<file path="config.mk">
export PLATFORM = sky130hd
export DESIGN_NAME = piso_serializer
export DESIGN_NICKNAME = d
export VERILOG_FILES = /design/src/rtl/serial_pkg.sv /design/src/rtl/piso_shift_reg.sv /design/src/rtl/piso_serializer.sv
export SDC_FILE = /design/constraint.sdc
export NUM_CORES = 1
export LEC_CHECK = 0
export ABC_AREA = 1
export CAP_MARGIN = 40
export CELL_PAD_IN_SITES_DETAIL_PLACEMENT = 1
export CELL_PAD_IN_SITES_GLOBAL_PLACEMENT = 1
export CORE_ASPECT_RATIO = 1.5
export CORE_MARGIN = 3
export CORE_UTILIZATION = 36
export CTS_CLUSTER_DIAMETER = 100
export DETAILED_ROUTE_END_ITERATION = 10
export GPL_ROUTABILITY_DRIVEN = 1
export PLACE_DENSITY = 0.82
export SLEW_MARGIN = 5
export SYNTH_ARGS = -nofsm -noshare
export SYNTH_HDL_FRONTEND = slang
export SYNTH_HIERARCHICAL = 1
export SYNTH_SLANG_ARGS = --single-unit
</file>
<file path="constraint.sdc">
create_clock -name clk -period 2.05 [get_ports clk]
set_input_delay 0.615 -clock clk [delete_from_list [all_inputs] [get_ports clk]]
set_output_delay 0.615 -clock clk [all_outputs]
set_load 0.02 [all_outputs]
</file>
<file path="src/rtl/serial_pkg.sv">
// Shared definitions for the serial front-end blocks.
// Holds the PISO state encoding and the default serial word width.
package serial_pkg;

    localparam logic [1:0] ST_IDLE  = 2'd0;
    localparam logic [1:0] ST_SHIFT = 2'd1;
    localparam logic [1:0] ST_GAP   = 2'd2;

    localparam int SER_WIDTH = 8;

endpackage : serial_pkg

</file>
<file path="src/rtl/piso_shift_reg.sv">
// Load/shift register for the PISO serializer.
// Ports:
//   clk, rst  - clock and asynchronous active-low reset
//   load      - capture din (takes priority over shift)
//   shift     - advance one bit toward the output end
//   din       - parallel word
//   nxt_bit   - the bit that will sit at the output end after this edge;
//               the top registers it so ser_data lines up with the state
module piso_shift_reg #(
    parameter int WIDTH     = 8,
    parameter bit MSB_FIRST = 1'b1
) (
    input  logic             clk,
    input  logic             rst,
    input  logic             load,
    input  logic             shift,
    input  logic [WIDTH-1:0] din,
    output logic             nxt_bit
);

    logic [WIDTH-1:0] sr;

    always_ff @(posedge clk or negedge rst) begin
        if (!rst) begin
            sr <= '0;
        end else if (load) begin
            sr <= din;
        end else if (shift) begin
            sr <= MSB_FIRST ? {sr[WIDTH-2:0], 1'b0} : {1'b0, sr[WIDTH-1:1]};
        end
    end

    // Look ahead one edge: the bit at the output end after the pending update.
    always_comb begin
        if (load) begin
            nxt_bit = MSB_FIRST ? din[WIDTH-1] : din[0];
        end else if (shift) begin
            nxt_bit = MSB_FIRST ? sr[WIDTH-2] : sr[1];
        end else begin
            nxt_bit = MSB_FIRST ? sr[WIDTH-1] : sr[0];
        end
    end

endmodule : piso_shift_reg

</file>
<file path="src/rtl/piso_serializer.sv">
// Parallel-in/serial-out stage feeding the serial sequence detector.
// Accepts WIDTH-bit words over valid/ready and emits one bit per clock,
// with an optional GAP-cycle idle period after each word.
// Ports:
//   clk, rst   - clock and asynchronous active-low reset
//   in_data    - parallel word, captured on acceptance only
//   in_valid   - upstream word available
//   in_ready   - word can be accepted this cycle (no in_valid dependency)
//   ser_data   - serial bit, IDLE_LEVEL whenever ser_valid is low
//   ser_valid  - ser_data carries a payload bit
//   ser_last   - final bit of the word
//   busy       - in SHIFT or GAP
module piso_serializer
    import serial_pkg::*;
#(
    parameter int   WIDTH      = SER_WIDTH,
    parameter int   GAP        = 0,
    parameter logic IDLE_LEVEL = 1'b0,
    parameter bit   MSB_FIRST  = 1'b1
) (
    input  logic             clk,
    input  logic             rst,
    input  logic [WIDTH-1:0] in_data,
    input  logic             in_valid,
    output logic             in_ready,
    output logic             ser_data,
    output logic             ser_valid,
    output logic             ser_last,
    output logic             busy
);

    localparam int CW = $clog2(WIDTH);
    localparam int GW = (GAP > 1) ? $clog2(GAP) : 1;
    localparam logic [CW-1:0] CNT_LAST = CW'(WIDTH - 1);
    localparam logic [GW-1:0] GAP_LAST = GW'((GAP > 0) ? GAP - 1 : 0);

    logic [1:0]    state, state_n;
    logic [CW-1:0] cnt, cnt_n;
    logic [GW-1:0] gcnt, gcnt_n;
    logic          accept, shift, nxt_bit;
    logic          ser_data_n, ser_valid_n, ser_last_n, busy_n;

    // Back-to-back acceptance on the last bit only exists without a gap.
    always_comb begin
        in_ready = 1'b0;
        if (rst) begin
            if (state == ST_IDLE) begin
                in_ready = 1'b1;
            end else if (GAP == 0 && state == ST_SHIFT && cnt == CNT_LAST) begin
                in_ready = 1'b1;
            end
        end
    end

    assign accept = in_valid & in_ready;

    piso_shift_reg #(
        .WIDTH     (WIDTH),
        .MSB_FIRST (MSB_FIRST)
    ) u_shift (
        .clk     (clk),
        .rst     (rst),
        .load    (accept),
        .shift   (shift),
        .din     (in_data),
        .nxt_bit (nxt_bit)
    );

    // State register
    always_ff @(posedge clk or negedge rst) begin
        if (!rst) begin
            state <= ST_IDLE;
            cnt   <= '0;
            gcnt  <= '0;
        end else begin
            state <= state_n;
            cnt   <= cnt_n;
            gcnt  <= gcnt_n;
        end
    end

    // Next-state logic
    always_comb begin
        state_n = state;
        cnt_n   = cnt;
        gcnt_n  = gcnt;
        shift   = 1'b0;
        case (state)
            ST_IDLE: begin
                if (accept) begin
                    state_n = ST_SHIFT;
                    cnt_n   = '0;
                end
            end
            ST_SHIFT: begin
                if (cnt == CNT_LAST) begin
                    if (accept) begin
                        state_n = ST_SHIFT;
                        cnt_n   = '0;
                    end else if (GAP > 0) begin
                        state_n = ST_GAP;
                        gcnt_n  = '0;
                    end else begin
                        state_n = ST_IDLE;
                    end
                end else begin
                    cnt_n = cnt + 1'b1;
                    shift = 1'b1;
                end
            end
            ST_GAP: begin
                if (gcnt == GAP_LAST) begin
                    state_n = ST_IDLE;
                end else begin
                    gcnt_n = gcnt + 1'b1;
                end
            end
            default: state_n = ST_IDLE;
        endcase
    end

    // Output logic: computed from the next state so the registered
    // outputs describe the cycle the FSM is about to enter.
    always_comb begin
        ser_valid_n = (state_n == ST_SHIFT);
        ser_last_n  = ser_valid_n && (cnt_n == CNT_LAST);
        busy_n      = (state_n != ST_IDLE);
        ser_data_n  = ser_valid_n ? nxt_bit : IDLE_LEVEL;
    end

    always_ff @(posedge clk or negedge rst) begin
        if (!rst) begin
            ser_data  <= IDLE_LEVEL;
            ser_valid <= 1'b0;
            ser_last  <= 1'b0;
            busy      <= 1'b0;
        end else begin
            ser_data  <= ser_data_n;
            ser_valid <= ser_valid_n;
            ser_last  <= ser_last_n;
            busy      <= busy_n;
        end
    end

endmodule : piso_serializer

</file>
==> results.cfg, run 1 <==
[worst_setup_path]
critPathTopFamily = flip-flops
setup.worst_path.start = cnt[0]
crit_chain = ha_2 > ha_4 > inv_2 > a21oi_4 > buf_6
worst_ep_required_time_ns = 1.43
slowest_stage = dfrtp_1
cp.arrival_ns = 1.35
critPathKind = reg2out
cp-start-kind = flop
rr_startpoint = cnt[1]
ff2ff_setup_slack_ns = 0.20
worst-path-buf-inv = 2
worst-path-max-fanout = 2
max_stage_delay_ns = 0.38
worstSetupEndpointType = primary output

[power]
p_sw_w = 0.0002634
p_sw_share_pct = 31.43
clkPwrFrac_pct = 21.8
power_density_nw_per_um2 = 781.5
p_seq_share_pct = 53.1
intPower_w = 0.0005746
p_leak_nw = 0.5253
pwr-share-comb_pct = 25.1
vdd_drop_max_mv = 0.5366

[floorplanning]
die_w_um = 43.93
pin_count = 16
start_util_pct = 38.33
die_area_um2 = 2763
die_h_um = 62.90
core_um2 = 2027
std_cell_rows = 20

[clock_tree]
h-tree-depth = 1
root_buffer = clkbuf_4
clock_latency_ns = 0.30
clk_pin_slew_worst_paths_ns = 0.10
hold_buffers = 0
cts_tree = built
numCtsBuffers = 3
cts.sink_count = 17
cts.path.max_buffers = 2

[synthesis]
ys_seq_area_share_pct = 54.75
synthArstFlopShare_pct = 100.0
yosysWarnings = 6
yosysMostFrequentCell = nand2_1
synth_nets = 96
netlist_top_cells_count = nand2_1, dfrtp_1, nand3_1
post_synth.cell_area_avg_um2 = 9.361
synth-main-ff-cell = dfrtp_1
ys_types = 17
ys_ff_latch = 17
synth_top_area_share_pct = 54.75
synth_edf_count = 0
synth_top_cell_by_area = dfrtp_1
netlist_area_um2 = 777.0
synth_cells = 83
synth.area.top_cells = dfrtp_1, nand2_1, nand3_1, nand3_2, ha_1

[cells_and_area]
diodes = 0
multi_input_area_um2 = 336.6
seqCellArea_um2 = 425.4
finalNonFillerCells = 133
fillers = 238
fin_nets = 125
layout-drive-gt1-share_pct = 30.63
area_delta_synth_final_pct = 38.00
post-route-util_pct = 52.90

[timing]
finalHoldViolations = 0
period_share_pct = 95.66
fmax_mhz = 509.9
worst_clock_skew_ns = 0.001236
setup_viol = 0
period_needed_ns = 1.961
setup-tns-final_ns = 0
slew_viol_final = 0
setup_slack_ns = 0.08897

[place]
portBuffers = 15
dp.cells = 127
dp_slack_ns = -0.5504
gp_congestion = 0.7118
hpwlAfterDp_um = 1504

[route]
drtPass1Iterations = 2
avgViaCountPerCell = 5.023
ant_nets = 0
dr_total_vias = 668
routed_wirelength_um = 2040
drc = 0
drt_iter0_drc = 3
routedWlPerCell_um = 15.34

[run]
maxCapViolations = 0

[min_path]
hold_class = in2async

[global_route]
gr-total-overflow = 0
antenna_found_initial = 0
grt_max_degree = 19
grt_usage_pct = 17.00
grt_pass1_wl_um = 3463
grt_pass1_vias = 760

[outcome]
outcome = finished clean
==> worst paths after layout <==
check | endpoint | cells after the start
worst max-delay path | in_ready | 5
max in group asynchronous | busy | 2
worst max register to register | ser_data | 12
worst min-delay path | u_shift/sr[4] | 2
min in group clk | u_shift/sr[0] | 2
worst min register to register | u_shift/sr[0] | 2
==> cell families after synthesis <==
family	share of synthesized area, %
buffers and inverters	5.314
and+or+nand+nor	34.94
AOI/OAI and AO/OA	1.287
other	0.4826
adders and majority gates	3.220
DFF	54.75
==> sequential cells by signal, indices dropped and copies added (netlist names) <==
| signal | cells |
|---|---|
| busy | 1 |
| cnt | 3 |
| ser_data | 1 |
| ser_last | 1 |
| ser_valid | 1 |
| state | 2 |
| u_shift/sr | 8 |
==> layout by cell type, fill, tap and decap left out, types with 2 or more instances in the layout <==
cell,count
nand3_1,16
nand2_1,24
dfrtp_1,17
nand2_2,4
clkbuf_4,3
buf_4,11
nor2_2,2
clkdlybuf4s50_1,13
inv_2,5
nand3_2,3
nor2_1,2
==> power groups by stage <==
stage	Sequential [W]	Combinational [W]	Clock (W)
4_1_cts	0.000443	0.000207	0.000192
6_report	0.000445	0.000210	0.000183
3_5_place_dp	0.000450	0.000204	0
5_1_grt	0.000456	0.000241	0.000206
3_3_place_gp	0.000441	0.000191	0
2_1_floorplan	0.000446	0.000111	0
==> per-layer routing <==
layer | vias up | global-route usage [%] | routed length (µm)
li1 | 323 | - | -
met1 | 328 | 18.07 | 715
met2 | 12 | 30.66 | 1212
met3 | 5 | 2.017 | 65
met4 | 0 | 9.057 | 46
met5 | - | 0 | 0
==> final cells by class <==
type	instances	share of cell area, %
clock buffer	3	2.100
clock inverter	1	0.4667
inverter	6	2.100
multi-input combinational	58	31.39
sequential	17	39.67
tap	22	2.567
timing repair buffer	26	21.70
==> per-stage QoR <==
stage	power, W	cell area (µm²)	hold WS (ns)
6_report	0.0008380	1072	0.4267
5_1_grt	0.0009029	1072	0.4274
4_1_cts	0.0008426	1042	0.4222
3_5_place_dp	0.0006535	1003	0.4769
3_3_place_gp	0.0006319	1003	0.4603
2_1_floorplan	0.0005569	777.0	0.3194
==> worst register-to-register path, cell delays in order, from the launching register on <==
cell and delay, ns:
dfrtp_1 0.40, ha_2 0.21, ha_4 0.16, inv_2 0.07, a21oi_4 0.06, buf_4 0.13, and2_1 0.16, buf_4 0.17
nor2_8 0.16, nand2_2 0.07, nand3_1 0.07, inv_1 0.04, nor2_1 0.09
==> timing repair <==
item | 4_1_cts | 5_1_grt
setup endpoints to repair | 1 | 2
pin swaps | 0 | 3
setup buffers | 1 | 1
resized for setup | 8 | 5
No activity file was read; power rests on OpenSTA's default activity.
==> run 2: changes to the inputs <==
--- a/config.mk
+++ b/config.mk
@@ -15,6 +15,7 @@
 export CTS_CLUSTER_DIAMETER = 100
 export DETAILED_ROUTE_END_ITERATION = 10
 export GPL_ROUTABILITY_DRIVEN = 1
+export GPL_TIMING_DRIVEN = 1
 export PLACE_DENSITY = 0.82
 export SLEW_MARGIN = 5
 export SYNTH_ARGS = -nofsm -noshare
==> results of run 2 <==
The final DEF is identical to that of run 1; final timing and power are the same.
